### src/rtl/pu_output_collector_pkg.sv
`timescale 1ns/1ps
`default_nettype none
// ============================================================================
// Module      : pu_output_collector_pkg
// Description : Shared types and constants for the PU output collector.
// Revision    : 1.0 - initial release
// ============================================================================
package pu_output_collector_pkg;

    // PU result width (IEEE-754 single precision)
    localparam int DATA_W = 32;

    // Collector iteration state
    typedef enum logic [1:0] {
        IDLE    = 2'd0,
        COLLECT = 2'd1,
        DONE    = 2'd2
    } state_e;

    // Magnitude bits only: +0 and -0 both mask to zero
    localparam logic [DATA_W-1:0] FP_ZERO_MASK = {1'b0, {(DATA_W-1){1'b1}}};

endpackage : pu_output_collector_pkg
`default_nettype wire

### src/rtl/pu_output_collector_tag_delay_line.sv
`timescale 1ns/1ps
`default_nettype none
// ============================================================================
// Module      : tag_delay_line
// Description : LATENCY-deep shift register of {valid, idx} tags that tracks
//               issues through a fixed-latency pipeline stage. A synchronous
//               flush kills every tag in flight.
// Revision    : 1.0 - initial release
// ============================================================================
module tag_delay_line #(
    parameter int LATENCY = 2,
    parameter int IDX_W   = 2
) (
    input  logic             clk,
    input  logic             rst_n,
    input  logic             i_flush,
    input  logic             i_valid,
    input  logic [IDX_W-1:0] i_idx,
    output logic             o_valid,
    output logic [IDX_W-1:0] o_idx
);

    logic [LATENCY-1:0] r_vld;
    logic [IDX_W-1:0]   r_idx [LATENCY];

    // Shift tags one stage per cycle; flush only clears the valid bits
    always_ff @(posedge clk or negedge rst_n) begin
        if (!rst_n) begin
            r_vld <= '0;
            for (int s = 0; s < LATENCY; s++) begin
                r_idx[s] <= '0;
            end
        end else if (i_flush) begin
            r_vld <= '0;
        end else begin
            r_vld[0] <= i_valid;
            r_idx[0] <= i_idx;
            for (int s = 1; s < LATENCY; s++) begin
                r_vld[s] <= r_vld[s-1];
                r_idx[s] <= r_idx[s-1];
            end
        end
    end

    assign o_valid = r_vld[LATENCY-1];
    assign o_idx   = r_idx[LATENCY-1];

endmodule : tag_delay_line
`default_nettype wire

### src/rtl/pu_output_collector.sv
`timescale 1ns/1ps
`default_nettype none
// ============================================================================
// Module      : pu_output_collector
// Description : Captures PU activation results into a DEPTH-entry buffer,
//               using a delayed neuron tag to know which entry each PU output
//               belongs to. Signals completion of an iteration and reports
//               the nonzero count for single-winner termination.
// Revision    : 1.0 - initial release
// ============================================================================
module pu_output_collector #(
    parameter int DATA_W  = pu_output_collector_pkg::DATA_W,
    parameter int DEPTH   = 4,
    parameter int LATENCY = 2,
    parameter int IDX_W   = $clog2(DEPTH)
) (
    input  logic                    clk,
    input  logic                    rst_n,
    input  logic                    start,
    input  logic                    in_valid,
    input  logic [IDX_W-1:0]        in_idx,
    input  logic [DATA_W-1:0]       pu_out,
    output logic [DEPTH*DATA_W-1:0] results,
    output logic                    done,
    input  logic                    ack,
    output logic [IDX_W:0]          nonzero_cnt,
    output logic                    single_winner,
    output logic                    err
);

    import pu_output_collector_pkg::*;

    state_e             r_state;
    state_e             w_state_next;
    logic [DATA_W-1:0]  r_results [DEPTH];
    logic [DEPTH-1:0]   r_mask;
    logic [DEPTH-1:0]   r_nz;
    logic [DEPTH-1:0]   w_mask_next;
    logic               r_err;
    logic               w_collect;
    logic               w_tag_vld;
    logic [IDX_W-1:0]   w_tag_idx;
    logic               w_in_range;
    logic               w_write;
    logic               w_drop_err;
    logic               w_pu_nz;
    logic [IDX_W:0]     w_nz_cnt;

    assign w_collect = (r_state == COLLECT);

    // Tag follows the PU pipeline; start flushes anything still in flight
    tag_delay_line #(
        .LATENCY (LATENCY),
        .IDX_W   (IDX_W)
    ) u_tag_delay (
        .clk     (clk),
        .rst_n   (rst_n),
        .i_flush (start),
        .i_valid (in_valid && w_collect),
        .i_idx   (in_idx),
        .o_valid (w_tag_vld),
        .o_idx   (w_tag_idx)
    );

    // Index range check is only meaningful when DEPTH is not a power of two
    generate
        if ((1 << IDX_W) == DEPTH) begin : g_range_full
            assign w_in_range = 1'b1;
        end else begin : g_range_chk
            assign w_in_range = (int'(w_tag_idx) < DEPTH);
        end
    endgenerate

    assign w_pu_nz    = ((pu_out & FP_ZERO_MASK) != '0);
    assign w_write    = w_tag_vld && w_collect && w_in_range && !start;
    assign w_drop_err = !start &&
                        ((in_valid && !w_collect) ||
                         (w_tag_vld && !(w_collect && w_in_range)));

    // Mask as it will be after this edge, so DONE lands on the final write
    always_comb begin
        w_mask_next = r_mask;
        if (w_write) begin
            w_mask_next[w_tag_idx] = 1'b1;
        end
    end

    // Next-state decode; start restarts the iteration from any state
    always_comb begin
        w_state_next = r_state;
        if (start) begin
            w_state_next = COLLECT;
        end else begin
            case (r_state)
                IDLE:    w_state_next = IDLE;
                COLLECT: if (&w_mask_next) w_state_next = DONE;
                DONE:    if (ack) w_state_next = IDLE;
                default: w_state_next = IDLE;
            endcase
        end
    end

    // State register
    always_ff @(posedge clk or negedge rst_n) begin
        if (!rst_n) begin
            r_state <= IDLE;
        end else begin
            r_state <= w_state_next;
        end
    end

    // Result buffer, written mask, nonzero flags and sticky error
    always_ff @(posedge clk or negedge rst_n) begin
        if (!rst_n) begin
            for (int i = 0; i < DEPTH; i++) begin
                r_results[i] <= '0;
            end
            r_mask <= '0;
            r_nz   <= '0;
            r_err  <= 1'b0;
        end else if (start) begin
            r_mask <= '0;
            r_nz   <= '0;
            r_err  <= 1'b0;
        end else begin
            if (w_write) begin
                r_results[w_tag_idx] <= pu_out;
                r_nz[w_tag_idx]      <= w_pu_nz;
            end
            r_mask <= w_mask_next;
            if (w_drop_err) begin
                r_err <= 1'b1;
            end
        end
    end

    // Popcount of nonzero flags
    always_comb begin
        w_nz_cnt = '0;
        for (int i = 0; i < DEPTH; i++) begin
            w_nz_cnt = w_nz_cnt + (IDX_W+1)'(r_nz[i]);
        end
    end

    generate
        for (genvar g = 0; g < DEPTH; g++) begin : g_flat
            assign results[g*DATA_W +: DATA_W] = r_results[g];
        end
    endgenerate

    assign done          = (r_state == DONE);
    assign nonzero_cnt   = w_nz_cnt;
    assign single_winner = done && (w_nz_cnt == (IDX_W+1)'(1));
    assign err           = r_err;

endmodule : pu_output_collector
`default_nettype wire

### config.mk
export PLATFORM = sky130hd
export DESIGN_NAME = pu_output_collector
export DESIGN_NICKNAME = d
export VERILOG_FILES = /design/src/rtl/pu_output_collector_pkg.sv /design/src/rtl/pu_output_collector_tag_delay_line.sv /design/src/rtl/pu_output_collector.sv
export SDC_FILE = /design/constraint.sdc
export NUM_CORES = 1
export LEC_CHECK = 0
export BUFFER_PORTS_ARGS = -buffer_cell sky130_fd_sc_hd__buf_2
export CAP_MARGIN = 20
export CORE_MARGIN = 2
export CORE_UTILIZATION = 26
export CTS_CLUSTER_DIAMETER = 150
export DETAILED_ROUTE_END_ITERATION = 8
export HOLD_SLACK_MARGIN = 0.08
export PLACE_DENSITY = 0.49
export SYNTH_ARGS = -nofsm -noshare
export SYNTH_HDL_FRONTEND = slang
export SYNTH_SLANG_ARGS = --single-unit
### constraint.sdc
create_clock -name clk -period 3.5 [get_ports clk]
set_input_delay 0.7 -clock clk [delete_from_list [all_inputs] [get_ports clk]]
set_output_delay 0.7 -clock clk [all_outputs]
set_load 0.02 [all_outputs]
==> results.md <==
Logic synthesis:
- Of the post-synthesis cell area, the part taken by muxes is 27.31%.
- Yosys attributes the largest share of cell area to sky130_fd_sc_hd__dfrtp_1 (62%), sky130_fd_sc_hd__mux2_2 (18%), sky130_fd_sc_hd__mux2_4 (7.7%), sky130_fd_sc_hd__buf_6 (2.1%), sky130_fd_sc_hd__mux2_1 (1.3%).
- The largest area contributor in the synthesized netlist is sky130_fd_sc_hd__dfrtp_1.
- The synthesized area per cell is 16.31 µm².
- The synthesized design contains 145 register bits.
- Summing the areas of all compound-gate instances in the mapped netlist gives 1.517% of the synthesized area.
- Of the total synthesized cell area, the portion taken by full adders, half adders and majority gates is 0.7694%.
- For this run, the leading register cell type out of synthesis is sky130_fd_sc_hd__dfrtp_1.
- The fraction of post-synthesis cell area in the top cell type by area is 61.98%.
- After synthesis, flip-flops and latches occupy 61.98% of the total area.
- In this run, distinct cell masters in the synthesized netlist total 35.
- Summing the areas of all xor and xnor instances in the mapped netlist gives 0% of the synthesized area.
- The count of flip-flops with a built-in enable after synthesis is 0.
- The main combinational cell family by area after synthesis is multiplexers.
- The cell count after synthesis came out at 359.
- The synthesized area is 5854 µm².
- The number of nets in the synthesized netlist is 401.
- The count of warnings emitted by yosys is 0.
- The basic-gate share of the synthesized area counting and, or, nand and nor cells is 4.488%.
- The share of synthesized flip-flops with an asynchronous set or reset is 100.0%.

GRT:
- The via count of the first global-routing pass is 4,064.
- The total global routing track utilization is 13.06%.
- The first global-routing pass estimated 23,940 µm of wire.
- The total overflow left after global routing is 0.
- The number of antenna violations at the first check in global routing is 0.
- The pin count of the biggest net entering global routing is 77.

Route:
- The post-detailed-route wirelength per cell is 18.10 µm.
- The routed layout has 3,677 vias.
- The overall routed net length is 14,990 µm.
- The number of design-rule violations left by the first detailed-router iteration is 98.
- The number of nets still failing antenna checks after routing is 0.
- The via density per instance is 4.441.
- For this run, design rule violations remaining after detail routing come to 0.
- The first TritonRoute pass finished after 5 iterations.

Cells and area:
- The number of antenna diodes in the final layout is 0.
- For this run, the share of the core covered by cells in the final layout is 34.27%.
- The fraction of final layout cells sized beyond drive strength 1 is 60.95%.
- The area added between synthesis and finish is 28.55%.
- The final layout net count is 577.

Floorplan:
- 173 I/O pins were placed.
- The horizontal die dimension is 154.1 µm.
- The die covers 23,730 µm².
- The floorplan has 54 rows.
- For this configuration, the core starts out at a cell density of 26.66%.
- The area of the core is 21,960 µm².
- The die boundary height is 154.1 µm.

Run status:
- The flow ran to the end, and the final reports show no timing, DRC or antenna violations.

STA:
- The total negative setup slack is 0 ns.
- The fmax is 328.9 MHz.
- The worst-case clock skew is 0.006123 ns.
- The transition time at the pin with the least slew margin is 0.7634 ns.
- The minimum period implied by the final worst setup slack is 3.040 ns.
- The count of pins over their slew limit is 0.
- The final-report setup violation count is 0.
- The share of the cycle needed by the critical path after routing is 86.86%.
- The worst slew slack as a fraction of its limit is 49.10%.
- Setup repair after global routing left no endpoint under its margin.
- The number of failing hold endpoints at the final stage came to 0.

Place:
- In this run the tool buffered the top-level ports with 172 buffer cells.
- The detailed-placement wirelength estimate is 9799 µm.
- The congestion estimate from routability-driven global placement came to 0.7151.

Critical path:
- The launching instance or port of the critical path is r_nz[0].
- At the worst endpoint, the required time is 2.80 ns.
- The critical path is of the register to output port type.
- The worst reg-to-reg path cell count is 4.
- Following the worst setup path forward leads to its endpoint at single_winner.
- The startpoint identified for the worst register-to-register timing path is r_state[1].
- The kind of capture point of the worst setup path is an output port.
- Data on the critical path arrives at its endpoint at 2.34 ns.
- The top fanout value on the critical path is 2.
- STA classifies the critical path startpoint as a register.
- The setup check on the worst reg-to-reg path leaves a slack of 1.45 ns.
- The worst register-to-register path ends at results[127].

Worst hold path:
- The worst hold-check path type is input port to async pin.

CTS:
- The clock net sink count is 145.
- The clock tree synthesis step divided the H-tree into 4 levels.
- The number of instances resized during post-cts repair is 0.
- Clock tree synthesis inserted a total of 17 buffers.
- The clock tree from TritonCTS is done.
- Clock tree synthesis selected as its root buffer the cell sky130_fd_sc_hd__clkbuf_16.
- The clock transition at the register clock pins on the worst setup and hold paths after CTS is 0.06 ns.
- The clock latency on the worst-skew pair is 0.41 ns.
- The number of hold buffers added after cts is 0.
- Once the clock tree was built, the setup fixing pass inserted 0 buffers.
- The maximum buffer depth of the clock tree is 2.

Power:
- The total leakage power is 3.864 nW.
- In this run the power density over the cells is 782.9 nW/µm².
- The maximum vdd drop is 0.0002733 V.

Run:
- The number of max-cap violations is 0.
[cells in the mapped netlist (all sizes together) (2+ instances only)]
library cell and instances:
nor4 7, a21oi 6, nand4 5, o21ai 2
buf 15, inv 10, dfrtp 145, nor2 7
ha 2, nand2 3, a311oi 2, nor2b 3
a211oi 2, mux2 132, nor3 2
[logic make-up (layout without fill, tap and decap cells)]
| logic type | Yosys count | count (layout) |
|---|---|---|
| muxes | 132 | 132 |
| DFF | 145 | 145 |
| AOI/OAI and AO/OA | 14 | 14 |
| and+or+nand+nor | 39 | 39 |
| adders and majority gates | 3 | 3 |
| buffers and inverters | 26 | 215 |
[cells in the final DEF (no fill, tap or decap), types with 2 or more instances in the layout]
master,instances
sky130_fd_sc_hd__buf_2,171
sky130_fd_sc_hd__dfrtp_1,145
sky130_fd_sc_hd__mux2_2,95
sky130_fd_sc_hd__mux2_4,30
sky130_fd_sc_hd__clkbuf_16,17
sky130_fd_sc_hd__inv_1,10
sky130_fd_sc_hd__nor2_1,7
sky130_fd_sc_hd__mux2_1,7
sky130_fd_sc_hd__nor4_1,7
sky130_fd_sc_hd__a21oi_1,6
sky130_fd_sc_hd__nand4_1,5
sky130_fd_sc_hd__clkbuf_8,5
sky130_fd_sc_hd__nor2b_1,3
sky130_fd_sc_hd__nand2_4,3
sky130_fd_sc_hd__bufinv_16,3
sky130_fd_sc_hd__o21ai_0,2
sky130_fd_sc_hd__nor3_1,2
sky130_fd_sc_hd__a311oi_1,2
sky130_fd_sc_hd__a211oi_1,2
sky130_fd_sc_hd__ha_1,2
sky130_fd_sc_hd__clkinv_4,2
sky130_fd_sc_hd__clkbuf_1,2
sky130_fd_sc_hd__clkinv_2,2
[layer usage]
metal / vias up / global-route usage [%] / wire, µm
li1: 1644 / - / -
met1: 1914 / 17.18 / 7033
met2: 109 / 21.08 / 7131
met3: 10 / 3.382 / 686
met4: 0 / 4.228 / 137
met5: - / 0 / 0
[registers in the layout (all words and copies together) (netlist names)]
register           flops
results              128
r_mask                 4
r_nz                   4
r_state                2
u_tag_delay.o_idx      2
u_tag_delay.r_idx      2
u_tag_delay.r_vld      2
err                    1
[worst max-delay path, cell delays in order, from the launching register on]
cell,delay (ns)
sky130_fd_sc_hd__dfrtp_1,0.35
sky130_fd_sc_hd__inv_1,0.06
sky130_fd_sc_hd__fa_1,0.52
sky130_fd_sc_hd__inv_1,0.04
sky130_fd_sc_hd__ha_1,0.17
sky130_fd_sc_hd__ha_1,0.28
sky130_fd_sc_hd__nor4b_1,0.29
sky130_fd_sc_hd__buf_2,0.21
[worst min path at each step]
stage,startpoint,end,slack [ns],cells past startpoint
after CTS,rst_n,r_state[0],0.35,1
after detailed placement,u_tag_delay.r_vld[0],u_tag_delay.r_vld[1],0.45,1
after global placement,u_tag_delay.r_vld[0],u_tag_delay.r_vld[1],0.45,1
after global routing,rst_n,results[64],0.36,1
final,rst_n,r_mask[3],0.32,1
after floorplan,rst_n,err,0.40,0
[cell type report]
cell class                      count  area (µm²)
Fill cell                        2166       14430
Sequential cell                   145        3628
Multi-Input combinational cell    188        1996
Timing Repair Buffer              173       887.1
Clock buffer                       24       501.7
Tap cell                          280       350.3
Clock inverter                      8       125.1
Inverter                           10       37.54
[where the power goes]
part	switching (mW)	internal, mW
Clock	0.721	1.22
Combinational	0.939	0.675
Sequential	0.227	2.11
Total	1.89	4.01
[metrics by stage]
step	instance area, µm²	cells	hold WS, ns	power [mW]	setup WS, ns
floorplan	5854	359	0.4044	3.346	0.5198
finish	7526	828	0.3189	5.892	0.4598
global route	7526	828	0.3609	6.185	0.3418
CTS	7526	828	0.3451	5.983	0.4234
global placement	6899	796	0.4507	3.963	0.9122
detailed placement	6899	796	0.4523	4.005	0.8822
(Power assumes the default switching activity.)
